==> src/rtl/wb_port_arbiter.sv <==
`default_nettype none
// ============================================================================
// Module      : wb_port_arbiter
// Description : Two-master Wishbone arbiter sharing one slave port. Alternates
//               ties, passes the owner's request and response through with no
//               added latency, and aborts a granted strobe that waits TIMEOUT
//               cycles without an acknowledge by signalling err for one cycle.
// Revision    : 1.0 - initial release
// ============================================================================
module wb_port_arbiter #(
  parameter logic [7:0] TIMEOUT = 8'd64
) (
  input  logic        wb_clk_i,
  input  logic        wb_rst_ni,
  // master 0 (management SoC)
  input  logic        m0_cyc_i,
  input  logic        m0_stb_i,
  input  logic        m0_we_i,
  input  logic [3:0]  m0_sel_i,
  input  logic [31:0] m0_adr_i,
  input  logic [31:0] m0_dat_i,
  output logic        m0_ack_o,
  output logic        m0_err_o,
  output logic [31:0] m0_dat_o,
  // master 1 (logic-analyzer debug master)
  input  logic        m1_cyc_i,
  input  logic        m1_stb_i,
  input  logic        m1_we_i,
  input  logic [3:0]  m1_sel_i,
  input  logic [31:0] m1_adr_i,
  input  logic [31:0] m1_dat_i,
  output logic        m1_ack_o,
  output logic        m1_err_o,
  output logic [31:0] m1_dat_o,
  // shared slave
  output logic        s_cyc_o,
  output logic        s_stb_o,
  output logic        s_we_o,
  output logic [3:0]  s_sel_o,
  output logic [31:0] s_adr_o,
  output logic [31:0] s_dat_o,
  input  logic        s_ack_i,
  input  logic [31:0] s_dat_i,
  // status
  output logic [1:0]  grant_o,
  output logic        timeout_irq_o,
  output logic [7:0]  timeout_cnt_o
);

  typedef enum logic [1:0] {
    ST_IDLE = 2'd0,
    ST_OWN0 = 2'd1,
    ST_OWN1 = 2'd2,
    ST_ERR  = 2'd3
  } state_t;

  state_t      r_state;
  state_t      w_next;
  logic        r_last_owner;   // master granted most recently; loses the next tie
  logic [7:0]  r_timer;        // cycles the owner's strobe has waited for ack
  logic [7:0]  r_timeout_cnt;

  logic        w_req0;
  logic        w_req1;
  logic        w_own_stb;
  logic        w_expired;

  assign w_req0    = m0_cyc_i & m0_stb_i;
  assign w_req1    = m1_cyc_i & m1_stb_i;
  assign w_own_stb = ((r_state == ST_OWN0) & m0_stb_i) | ((r_state == ST_OWN1) & m1_stb_i);
  // An ack in the same cycle as expiry wins, so expiry needs ack low.
  assign w_expired = (r_timer == TIMEOUT) & ~s_ack_i;

  // State register.
  always_ff @(posedge wb_clk_i or negedge wb_rst_ni) begin
    if (!wb_rst_ni) begin
      r_state <= ST_IDLE;
    end else begin
      r_state <= w_next;
    end
  end

  // Next-state: alternate on ties, release on cyc drop, abort on timeout.
  always_comb begin
    w_next = r_state;
    case (r_state)
      ST_IDLE: begin
        if (w_req0 && w_req1) begin
          w_next = r_last_owner ? ST_OWN0 : ST_OWN1;
        end else if (w_req0) begin
          w_next = ST_OWN0;
        end else if (w_req1) begin
          w_next = ST_OWN1;
        end
      end
      ST_OWN0: begin
        if (!m0_cyc_i) begin
          w_next = ST_IDLE;
        end else if (w_expired) begin
          w_next = ST_ERR;
        end
      end
      ST_OWN1: begin
        if (!m1_cyc_i) begin
          w_next = ST_IDLE;
        end else if (w_expired) begin
          w_next = ST_ERR;
        end
      end
      default: w_next = ST_IDLE;
    endcase
  end

  // Owner history and ack-wait timer; the timer restarts on every new grant.
  always_ff @(posedge wb_clk_i or negedge wb_rst_ni) begin
    if (!wb_rst_ni) begin
      r_last_owner <= 1'b1;
      r_timer      <= 8'd0;
    end else if (r_state == ST_IDLE && w_next == ST_OWN0) begin
      r_last_owner <= 1'b0;
      r_timer      <= 8'd0;
    end else if (r_state == ST_IDLE && w_next == ST_OWN1) begin
      r_last_owner <= 1'b1;
      r_timer      <= 8'd0;
    end else if (r_state == ST_OWN0 || r_state == ST_OWN1) begin
      if (s_ack_i) begin
        r_timer <= 8'd0;
      end else if (w_own_stb && r_timer != 8'hFF) begin
        r_timer <= r_timer + 8'd1;
      end
    end
  end

  // Saturating count of timeouts, bumped on the edge that enters ERR.
  always_ff @(posedge wb_clk_i or negedge wb_rst_ni) begin
    if (!wb_rst_ni) begin
      r_timeout_cnt <= 8'd0;
    end else if (w_next == ST_ERR && r_state != ST_ERR && r_timeout_cnt != 8'hFF) begin
      r_timeout_cnt <= r_timeout_cnt + 8'd1;
    end
  end

  assign timeout_cnt_o = r_timeout_cnt;

  // Output steering: only the owner is connected; IDLE/ERR drive zeros.
  always_comb begin
    s_cyc_o       = 1'b0;
    s_stb_o       = 1'b0;
    s_we_o        = 1'b0;
    s_sel_o       = 4'd0;
    s_adr_o       = 32'd0;
    s_dat_o       = 32'd0;
    m0_ack_o      = 1'b0;
    m0_err_o      = 1'b0;
    m0_dat_o      = 32'd0;
    m1_ack_o      = 1'b0;
    m1_err_o      = 1'b0;
    m1_dat_o      = 32'd0;
    grant_o       = 2'b00;
    timeout_irq_o = 1'b0;
    case (r_state)
      ST_OWN0: begin
        s_cyc_o  = m0_cyc_i;
        s_stb_o  = m0_stb_i;
        s_we_o   = m0_we_i;
        s_sel_o  = m0_sel_i;
        s_adr_o  = m0_adr_i;
        s_dat_o  = m0_dat_i;
        m0_ack_o = s_ack_i;
        m0_dat_o = s_dat_i;
        grant_o  = 2'b01;
      end
      ST_OWN1: begin
        s_cyc_o  = m1_cyc_i;
        s_stb_o  = m1_stb_i;
        s_we_o   = m1_we_i;
        s_sel_o  = m1_sel_i;
        s_adr_o  = m1_adr_i;
        s_dat_o  = m1_dat_i;
        m1_ack_o = s_ack_i;
        m1_dat_o = s_dat_i;
        grant_o  = 2'b10;
      end
      ST_ERR: begin
        timeout_irq_o = 1'b1;
        if (r_last_owner) begin
          m1_err_o = 1'b1;
        end else begin
          m0_err_o = 1'b1;
        end
      end
      default: ;
    endcase
  end

endmodule
`default_nettype wire

==> config.mk <==
export PLATFORM = sky130hd
export DESIGN_NAME = wb_port_arbiter
export DESIGN_NICKNAME = d
export VERILOG_FILES = /design/src/rtl/wb_port_arbiter.sv
export SDC_FILE = /design/constraint.sdc
export NUM_CORES = 1
export LEC_CHECK = 0
export CAP_MARGIN = 0
export CORE_AREA = 8 8 121 123
export CTS_BUF_LIST = sky130_fd_sc_hd__clkbuf_16
export DETAILED_ROUTE_END_ITERATION = 8
export DIE_AREA = 0 0 129 131
export PLACE_DENSITY_LB_ADDON = 0.05
export SLEW_MARGIN = 20
export SYNTH_ARGS = -nofsm -noshare
export SYNTH_HDL_FRONTEND = slang
export SYNTH_SLANG_ARGS = --single-unit
==> constraint.sdc <==
create_clock -name wb_clk_i -period 5.8 [get_ports wb_clk_i]
set_input_delay 1.74 -clock wb_clk_i [delete_from_list [all_inputs] [get_ports wb_clk_i]]
set_output_delay 1.74 -clock wb_clk_i [all_outputs]
set_load 0.05 [all_outputs]
==> run_summary.xml <==
<?xml version="1.0" encoding="UTF-8"?>
<metrics>
  <group name="status">
    <metric name="run_status" unit="">completed</metric>
  </group>
  <group name="route">
    <metric name="detail_route.drc_violations" unit="">0</metric>
    <metric name="wl" unit="um">18100</metric>
    <metric name="drt-pass1-iter-count" unit="">4</metric>
    <metric name="wl_per_cell" unit="um">21.4</metric>
    <metric name="viasPerCell" unit="">4.64</metric>
    <metric name="detail-route-antenna-nets" unit="">0</metric>
    <metric name="first_iter_violations" unit="">209</metric>
    <metric name="dr_total_vias" unit="">3932</metric>
  </group>
  <group name="critical_path">
    <metric name="worstPathCellList" unit="">clkdlybuf4s50_1 &gt; a22oi_1 &gt; nor2b_1 &gt; clkdlybuf4s50_1</metric>
    <metric name="worst_setup_ep_type" unit="">primary output</metric>
    <metric name="critical_path.reg2reg.endpoint" unit="">r_timer[6]</metric>
    <metric name="largest_delay_contributor_family_on_the_critical_path" unit="">buffers and inverters</metric>
    <metric name="critical_path.max_fanout" unit="">5</metric>
    <metric name="rr_worst_depth" unit="">9</metric>
    <metric name="critPathMostFrequentCell" unit="">clkdlybuf4s50_1</metric>
    <metric name="startpoint_type" unit="">input port</metric>
    <metric name="criticalPathCategory" unit="">in2out</metric>
    <metric name="arrival" unit="ns">3.44</metric>
    <metric name="critPathBufInv" unit="">2</metric>
    <metric name="critical-path-slowest-cell" unit="">clkdlybuf4s50_1</metric>
    <metric name="r2r-start" unit="">r_state[1]</metric>
    <metric name="crit_required" unit="ns">4.06</metric>
    <metric name="path_depth" unit="">4</metric>
    <metric name="cpPeakStageDelay" unit="ns">0.83</metric>
    <metric name="r2r_setup_slack" unit="ns">2.92</metric>
  </group>
  <group name="die">
    <metric name="start_util" unit="%">21.6</metric>
    <metric name="die_area" unit="um^2">16900</metric>
    <metric name="fp.dieW" unit="um">129</metric>
    <metric name="core_region_area" unit="um^2">12900</metric>
    <metric name="die_height" unit="um">131</metric>
    <metric name="placementRows" unit="">42</metric>
    <metric name="pin_count" unit="">327</metric>
  </group>
  <group name="synth">
    <metric name="mappedNetlistNets" unit="">553</metric>
    <metric name="postSynthCellCount" unit="">368</metric>
    <metric name="number_of_distinct_library_cells_after_synthesis" unit="">45</metric>
    <metric name="synth_enable_flop_cells" unit="">0</metric>
    <metric name="synth.yosys.seq_area_share" unit="%">17.1</metric>
    <metric name="mappedNetlistArea" unit="um^2">2780</metric>
    <metric name="synthFlopType" unit="">dfrtp_1</metric>
    <metric name="postSynth.asyncResetShare" unit="%">100</metric>
    <metric name="synthesis.yosys.warnings" unit="">0</metric>
    <metric name="ys_seq_elements" unit="">19</metric>
    <metric name="synthesized_area_per_cell" unit="um^2">7.56</metric>
  </group>
  <group name="clocking">
    <metric name="post_cts_resize_count" unit="">0</metric>
    <metric name="cts.hold.buffers_added" unit="">0</metric>
    <metric name="post_cts_setup_buffers" unit="">0</metric>
    <metric name="cts_buffer_count" unit="">3</metric>
    <metric name="clockBufferDepth" unit="">2</metric>
    <metric name="cts.sinks" unit="">19</metric>
    <metric name="clkLatencyLatePin" unit="ns">0.25</metric>
    <metric name="clock-root-buffer" unit="">clkbuf_16</metric>
    <metric name="tritoncts" unit="">done</metric>
    <metric name="htree_levels" unit="">1</metric>
    <metric name="cts.reportedPaths.clkPinSlew" unit="ns">0.05</metric>
  </group>
  <group name="final_layout">
    <metric name="layout.filler_cells" unit="">1253</metric>
    <metric name="antenna-diode-count" unit="">0</metric>
    <metric name="layout-drive-gt1-share" unit="%">3.42</metric>
    <metric name="finalNetCount" unit="">858</metric>
    <metric name="syn_to_final_growth" unit="%">126</metric>
    <metric name="layout.cells.non_filler" unit="">848</metric>
  </group>
  <group name="grt">
    <metric name="grt_start_max_net_pins" unit="">52</metric>
    <metric name="gr-usage-all-layers" unit="%">19.3</metric>
    <metric name="grt_pass1_wl" unit="um">25000</metric>
    <metric name="grt_overflow_total" unit="">0</metric>
    <metric name="gr_busiest_metal" unit="">met2</metric>
    <metric name="grt_pass1_vias" unit="">3858</metric>
    <metric name="grt_antenna_before_repair" unit="">0</metric>
    <metric name="grtUsageMet2" unit="%">36.6</metric>
    <metric name="global_route.usage.met1" unit="%">21.0</metric>
    <metric name="grt.met3_usage" unit="%">4.63</metric>
  </group>
  <group name="sta">
    <metric name="final_hold_viol_count" unit="">0</metric>
    <metric name="report.final.setup_viol" unit="">0</metric>
    <metric name="fmax" unit="MHz">193</metric>
    <metric name="max_clock_skew" unit="ns">0.00670</metric>
    <metric name="grt_setup_unrepaired" unit="">false</metric>
    <metric name="timing_worst_slew_pin_value" unit="ns">0.910</metric>
    <metric name="slew-limit-headroom" unit="%">39.1</metric>
    <metric name="final.min_clock_period" unit="ns">5.18</metric>
    <metric name="min_period_over_period" unit="%">89.4</metric>
    <metric name="timing.setup.tns" unit="ns">0</metric>
    <metric name="timing_max_transition_violations_final" unit="">0</metric>
  </group>
  <group name="min_path">
    <metric name="holdCritStartpoint" unit="">timeout_cnt_o[3]</metric>
    <metric name="timing.hold.worst_path_depth" unit="">1</metric>
    <metric name="worst_hold_path.endpoint" unit="">timeout_cnt_o[3]</metric>
    <metric name="min-delay-path-class" unit="">reg2reg</metric>
  </group>
  <group name="run">
    <metric name="max-cap-violations" unit="">0</metric>
  </group>
  <group name="placement">
    <metric name="dp.cells" unit="">844</metric>
    <metric name="total_half_perimeter_wirelength_after_legalization_and_detailed_placement" unit="um">15100</metric>
    <metric name="gp_congestion" unit="">0.883</metric>
    <metric name="port-buffer-count" unit="">326</metric>
  </group>
  <group name="power">
    <metric name="total_leakage_power" unit="nW">2.26</metric>
    <metric name="power-per-cell-area" unit="nW/um^2">502</metric>
    <metric name="ir_drop" unit="mV">0.270</metric>
  </group>
</metrics>
==> where the power goes <==
part / switching [W] / leakage, nW / internal (W)
sequential: 0.0000422 / 0.255 / 0.000162
clock: 0.0000502 / 0.0423 / 0.0000918
combinational: 0.00180 / 1.96 / 0.00101
total: 0.00190 / 2.26 / 0.00126
==> sequential cells by signal (all words and copies together) (netlist names) <==
register / cells
r_state: 2
r_last_owner: 1
r_timer: 8
timeout_cnt_o: 8
==> layer usage <==
| layer | vias up | routed length (um) | part of all wire, % |
|---|---|---|---|
| li1 | 1926 | - | - |
| met1 | 1847 | 6640 | 37 |
| met2 | 140 | 9840 | 54 |
| met3 | 19 | 1300 | 7.2 |
| met4 | 0 | 320 | 1.8 |
| met5 | - | 0 | 0 |
==> cells in the mapped netlist, drive strengths merged (6+ instances only) <==
| master | instances | share of area (%) |
|---|---|---|
| a21oi | 11 | 2.1 |
| a22oi | 71 | 19 |
| and2 | 68 | 15 |
| clkbuf | 30 | 4.0 |
| dfrtp | 18 | 16 |
| ha | 8 | 3.6 |
| inv | 8 | 1.1 |
| nand2 | 9 | 1.2 |
| nand3 | 8 | 1.4 |
| nor2 | 7 | 1.0 |
| nor2b | 72 | 16 |
| nor4 | 8 | 1.8 |
| nor4b | 6 | 3.2 |
| xor2 | 7 | 2.2 |
==> kinds of logic after synthesis <==
family / after synthesis / synth area share, %
xor+xnor: 9 / 3.10
simple gates: 190 / 43.1
buf+inv: 41 / 5.80
fa+ha+maj: 8 / 3.60
compound gates: 99 / 26.4
mux: 2 / 0.900
flops: 19 / 17.1
==> worst max path at each step <==
stage,slack [ns],from,to
floorplan,1.47,m0_cyc_i,s_cyc_o
global placement,0.61,m0_cyc_i,s_cyc_o
detailed placement,0.61,m0_cyc_i,s_cyc_o
CTS,0.61,m0_cyc_i,s_cyc_o
global route,0.52,m0_cyc_i,s_cyc_o
finish,0.62,m0_cyc_i,s_cyc_o
==> layout make-up <==
class	count	area [um^2]	share of cell area, %
Sequential cell	19	477	7.58
Tap cell	176	220	3.50
Clock buffer	3	75.1	1.19
Inverter	8	30.0	0.477
Timing Repair Buffer	333	3340	53.1
Clock inverter	1	3.75	0.0597
Multi-Input combinational cell	308	2150	34.1
==> through the flow <==
stage | hold slack [ns] | total power, W | instance area [um^2] | utilization, % | setup slack [ns]
final | 0.488 | 0.00316 | 6290 | 48.9 | 0.615
after detailed placement | 0.477 | 0.00304 | 6210 | 48.3 | 0.605
after CTS | 0.494 | 0.00319 | 6290 | 48.9 | 0.608
after global placement | 0.473 | 0.00303 | 6210 | 48.3 | 0.608
after global routing | 0.528 | 0.00332 | 6290 | 48.9 | 0.522
after floorplan | 0.483 | 0.00208 | 2780 | - | 1.47
==> cells in the final DEF, fill, tap and decap left out, types with 7 or more instances in the layout <==
cell             Yosys  routed
nor2b_1             72      72
a21oi_1             10      10
nand3_1              8       8
inv_1                8       9
and2_1              68      68
nand2_1              9       9
nor4_1               8       8
a22oi_1             71      71
xor2_1               7       7
dfrtp_1             18      18
clkdlybuf4s50_1      0     325
No activity file was read; power rests on OpenSTA's default activity.
